$ cat config.mk
export PLATFORM = sky130hd
export DESIGN_NAME = level_timer
export DESIGN_NICKNAME = d
export VERILOG_FILES = /design/src/rtl/level_timer.sv
export SDC_FILE = /design/constraint.sdc
export NUM_CORES = 1
export LEC_CHECK = 0
export ABC_AREA = 1
export BUFFER_PORTS_ARGS = -buffer_cell sky130_fd_sc_hd__buf_2
export CAP_MARGIN = 20
export CORE_AREA = 2 2 66 68
export DETAILED_ROUTE_END_ITERATION = 12
export DIE_AREA = 0 0 68 70
export GPL_TIMING_DRIVEN = 0
export PLACE_DENSITY = 0.69
export SETUP_SLACK_MARGIN = 0.2
export SYNTH_ARGS = -nofsm -noshare
export SYNTH_HDL_FRONTEND = slang
export SYNTH_SLANG_ARGS = --single-unit
$ cat constraint.sdc
create_clock -name clk -period 6.9 [get_ports clk]
set_input_delay 1.38 -clock clk [delete_from_list [all_inputs] [get_ports clk]]
set_output_delay 1.38 -clock clk [all_outputs]
set_load 0.005 [all_outputs]
$ cat src/rtl/level_timer.sv
// level_timer: two-digit BCD countdown timer with start/pause/bonus control.
//
// Ports:
//   clk         - system clock, all registers update on rising edge
//   reset       - synchronous active-high reset
//   one_sec     - one-cycle tick per elapsed second
//   start       - one-cycle pulse, loads min(load_value, 99) and starts counting
//   pause       - one-cycle pulse, toggles RUN <-> PAUSED
//   bonus       - one-cycle pulse, adds BONUS_SEC (saturating at 99)
//   load_value  - start time in binary seconds, sampled with start
//   tens, units - BCD digits of the remaining time
//   running     - high in RUN
//   warning     - high in RUN/PAUSED when remaining time <= WARN_SEC
//   expired     - high in EXPIRED
//   time_up     - one-cycle pulse on entry to EXPIRED
module level_timer #(
  parameter int unsigned WARN_SEC  = 10,
  parameter int unsigned BONUS_SEC = 5
) (
  input  logic       clk,
  input  logic       reset,
  input  logic       one_sec,
  input  logic       start,
  input  logic       pause,
  input  logic       bonus,
  input  logic [6:0] load_value,
  output logic [3:0] tens,
  output logic [3:0] units,
  output logic       running,
  output logic       warning,
  output logic       expired,
  output logic       time_up
);

  localparam int unsigned TIME_W  = 7;
  localparam int unsigned SUM_W   = 8;
  localparam int unsigned DIGIT_W = 4;
  localparam logic [TIME_W-1:0] MAX_SEC  = TIME_W'(99);
  localparam logic [TIME_W-1:0] WARN_LIM = TIME_W'(WARN_SEC);
  localparam logic [SUM_W-1:0]  BONUS_INC = SUM_W'(BONUS_SEC);

  typedef enum logic [1:0] {
    ST_IDLE    = 2'd0,
    ST_RUN     = 2'd1,
    ST_PAUSED  = 2'd2,
    ST_EXPIRED = 2'd3
  } state_e;

  state_e               state_q, state_d;
  logic [DIGIT_W-1:0]   tens_q, tens_d;
  logic [DIGIT_W-1:0]   units_q, units_d;
  logic                 running_q, running_d;
  logic                 warning_q, warning_d;
  logic                 expired_q, expired_d;
  logic                 time_up_q, time_up_d;

  logic [TIME_W-1:0]    cur_bin;
  logic [TIME_W-1:0]    load_sat;
  logic [TIME_W-1:0]    dec_bin;
  logic [SUM_W-1:0]     bonus_sum;
  logic [TIME_W-1:0]    bonus_sat;
  logic [TIME_W-1:0]    bin_d;
  logic                 tick_run;

  // Arithmetic is done in binary; the stored digits are always re-derived
  // from a value clamped to 0..99, so they can never hold A..F.
  always_comb begin
    cur_bin   = TIME_W'(tens_q) * TIME_W'(10) + TIME_W'(units_q);
    load_sat  = (load_value > MAX_SEC) ? MAX_SEC : load_value;
    dec_bin   = cur_bin - TIME_W'(1);
    tick_run  = one_sec && (state_q == ST_RUN);
    // Coincident tick in RUN is folded in before saturation: net +BONUS-1.
    bonus_sum = SUM_W'(cur_bin) + BONUS_INC - SUM_W'(tick_run);
    bonus_sat = (bonus_sum > SUM_W'(MAX_SEC)) ? MAX_SEC : TIME_W'(bonus_sum);
  end

  // Next-state and registered-output decode.
  always_comb begin
    state_d   = state_q;
    bin_d     = cur_bin;
    tens_d    = tens_q;
    units_d   = units_q;
    running_d = 1'b0;
    warning_d = 1'b0;
    expired_d = 1'b0;
    time_up_d = 1'b0;

    if (start) begin
      // start overrides every coincident input
      bin_d   = load_sat;
      state_d = (load_sat == '0) ? ST_EXPIRED : ST_RUN;
    end else begin
      unique case (state_q)
        ST_IDLE: begin
          state_d = ST_IDLE;
        end
        ST_RUN: begin
          if (bonus) begin
            bin_d = bonus_sat;
            if (pause) state_d = ST_PAUSED;
          end else if (one_sec) begin
            bin_d = dec_bin;
            if (dec_bin == '0) state_d = ST_EXPIRED;
            else if (pause)    state_d = ST_PAUSED;
          end else if (pause) begin
            state_d = ST_PAUSED;
          end
        end
        ST_PAUSED: begin
          if (bonus) bin_d = bonus_sat;
          if (pause) state_d = ST_RUN;
        end
        ST_EXPIRED: begin
          bin_d = '0;
        end
        default: begin
          state_d = ST_IDLE;
          bin_d   = '0;
        end
      endcase
    end

    tens_d    = DIGIT_W'(bin_d / TIME_W'(10));
    units_d   = DIGIT_W'(bin_d % TIME_W'(10));
    running_d = (state_d == ST_RUN);
    expired_d = (state_d == ST_EXPIRED);
    warning_d = ((state_d == ST_RUN) || (state_d == ST_PAUSED)) && (bin_d <= WARN_LIM);
    // Pulse on entry to EXPIRED (including a zero reload), never back to back.
    time_up_d = (state_d == ST_EXPIRED) && ((state_q != ST_EXPIRED) || start) && !time_up_q;
  end

  // State and output registers.
  always_ff @(posedge clk) begin
    if (reset) begin
      state_q   <= ST_IDLE;
      tens_q    <= '0;
      units_q   <= '0;
      running_q <= 1'b0;
      warning_q <= 1'b0;
      expired_q <= 1'b0;
      time_up_q <= 1'b0;
    end else begin
      state_q   <= state_d;
      tens_q    <= tens_d;
      units_q   <= units_d;
      running_q <= running_d;
      warning_q <= warning_d;
      expired_q <= expired_d;
      time_up_q <= time_up_d;
    end
  end

  assign tens    = tens_q;
  assign units   = units_q;
  assign running = running_q;
  assign warning = warning_q;
  assign expired = expired_q;
  assign time_up = time_up_q;

endmodule

==> key figures <==
Routing
  – Via count: ~2100
  – Remaining DRCs: 0
  – DRT Pass-1 Iters: 4
  – Drt wl/cell: approximately 12 microns
  – Routed Antenna Nets: 0
  – DRT iter0 DRCs: roughly 170
  – Vias/cell: a little over 5
  – Total Wirelength: between 4 and 5 mm

STA
  – Final Max Tran Viols: 0
  – Min cycle time layout: between 5000 and 6000 ps
  – Worst-margin pin slew: ~470 ps
  – Max-slew headroom: 0.686
  – Clk_skew: roughly 2.7 ps
  – Hold WS: 423 ps
  – Unrepaired setup endpoints after global routing: no
  – F_max: around 0.19 GHz
  – Final Cycle Share: 0.772
  – Final Hold Vio Count: 0
  – Final setup viols: 0
  – TNS Setup: 0 ps

Setup path
  – CP endpoint kind: flip-flop
  – FF-to-FF Start: tens[0]$_SDFF_PP0_
  – Worst R2R Setup Slack: 1610 ps
  – Crit path DAT: approximately 5500 ps
  – R2R depth: 41
  – Crit path max-delay family: simple AND/OR/NAND/NOR gates
  – Critical Path Start Type: primary input
  – CP peak stage delay: about 230 ps
  – Reg-to-reg endpoint: units[2]$_SDFF_PP0_
  – Critical Path RT: roughly 7000 ps
  – Slowest-stage cell, CP: nor2_1
  – Most frequent CP cell: nand2_1
  – Bufs and invs on worst path: 8
  – Critical-path maximum fanout: 7
  – WS Path Type: in2reg

Clocking
  – CTS root buf: clkbuf_8
  – Clock Path Buffers: 2
  – Cts-stage hold buffer count: 0
  – Worst-path clk slew: about 60 ps
  – Clock sinks: 14
  – H-tree depth: 1
  – Total CTS buffers: 3
  – Post-CTS Setup Inserts: 0
  – Cts repair resizes: 0
  – Clk Latency, worst-skew pair: approximately 240 ps
  – CTS tree: done

Yosys
  – Ys async rst share: 0
  – Mapped Cells: roughly 330
  – Top-count cell post-synth: nand2_1
  – Number of flops mapped to enable cells by yosys: 0
  – Mean Syn Cell Area: 5.93 sq um
  – Ys Warns: 0
  – Prevailing post-synth register cell: dfxtp_1
  – #FFs+latches synth: 14
  – Sequential-to-total area share from yosys stat: 0.142
  – Mapped Nets: between 300 and 400
  – Post-Syn Area: approximately 0.002 sq mm
  – Largest cells by area after synthesis: nand2_1, dfxtp_1, ha_1, inv_1, nand3_1
  – Synth cell types: 35
  – Post-synth top area cell: nand2_1
  – Top cells by instance count after synthesis: nand2_1, inv_1, nand3_1
  – Yosys top cell area share: 0.152

Placement
  – # placed instances: approximately 410
  – Global placer's final weighted congestion: 0.872
  – IO buf count: 23
  – Placed wire-length estimate: ~3.9 mm

Global route
  – Number of global-route vias before repair: a little over 2000
  – GRT Total Usage: 0.221
  – First-pass GRT wire length: between 8 and 9 mm
  – GRT overflow: 0
  – Initial antenna violation count: 0
  – Largest net degree at the start of global routing: 11

Finish
  – Multi-input gate area: about 0.0015 sq mm
  – Antenna Cells: 0
  – Sequential cell area: roughly 280 sq um
  – Share of layout cells above drive strength 1: 0.139
  – Layout Nets: between 300 and 400
  – Non-Filler Instances: 412
  – Fill cells: 433
  – Syn-to-layout area delta: 11.9%

Floorplanning
  – Die area: ~0.0048 sq mm
  – Starting Density: 0.476
  – Die height: roughly 70 microns
  – Core area: about 0.0041 sq mm
  – Die width: about 68 microns
  – Io pins: 25
  – Row count: 24

Worst hold path
  – Hold path endpoint: time_up$_SDFF_PP0_
  – WHS Path Cells: 1
  – HP Start: time_up$_SDFF_PP0_
  – Hold crit path type: reg2reg

Run status
  – Status: completed

Job
  – Max-Cap Viols: 0
==> metrics by stage <==
stage	area [sq um]	utilization	worst slack (ps)
6_report	2210	0.533	1570
5_1_grt	2210	0.533	924
4_1_cts	2210	0.533	1600
3_5_place_dp	2150	0.520	1350
3_3_place_gp	2150	0.520	1400
2_1_floorplan	1970	-	2030
==> placed cells by master (no fill, tap or decap), types with 2 or more instances in the layout <==
master	n
and3_1	2
inv_1	59
clkbuf_1	2
a21oi_1	14
o31ai_1	2
o21ai_0	16
nor2_2	2
nand2_1	80
dfxtp_1	14
xor2_1	2
nor3_1	5
fa_1	2
o22ai_1	2
ha_1	21
nand3b_1	2
o211ai_1	2
o21ai_1	2
nor2_1	32
nand4_1	5
xnor2_1	4
nand3_2	4
nand3_1	37
nand2_2	10
buf_2	24
clkbuf_8	4
==> cells by family after synthesis <==
family / count (synthesis) / share of synthesized area
adders and majority gates: 23 / 0.153
buffers and inverters: 63 / 0.120
xor gates and xnor gates: 6 / 0.0266
and+or+nand+nor: 183 / 0.425
AOI/OAI and AO/OA: 44 / 0.132
DFF: 14 / 0.142
==> registers in the layout, summed over array words and instances (netlist names) <==
name     cells
state_q      2
running      1
warning      1
units        4
tens         4
time_up      1
expired      1
==> area by class of cell <==
| type | count | area share |
|---|---|---|
| Buffer | 3 | 0.00567 |
| Clock buffer | 4 | 0.0249 |
| Inverter | 60 | 0.102 |
| Timing Repair Buffer | 23 | 0.0521 |
| Multi-Input combinational cell | 256 | 0.659 |
| Tap cell | 52 | 0.0295 |
| Sequential cell | 14 | 0.127 |
==> layer usage <==
metal  wire, microns  GRT usage
met1            2200      0.296
met2            2330      0.382
met3             178     0.0145
met4              63     0.0467
met5               0          0
==> worst max path at each step <==
stage / startpoint / end / cells after the start / slack (ps)
floorplan: one_sec / units[2]$_SDFF_PP0_ / 38 / 2030
global placement: one_sec / units[2]$_SDFF_PP0_ / 41 / 1400
detailed placement: one_sec / units[2]$_SDFF_PP0_ / 41 / 1350
CTS: one_sec / units[2]$_SDFF_PP0_ / 39 / 1600
global route: tens[0]$_SDFF_PP0_ / units[2]$_SDFF_PP0_ / 39 / 920
finish: one_sec / units[2]$_SDFF_PP0_ / 41 / 1570
Power is left out: the tool's default activity adds up to more than one toggle a clock period on the data nets, which glitch-free logic cannot reach.
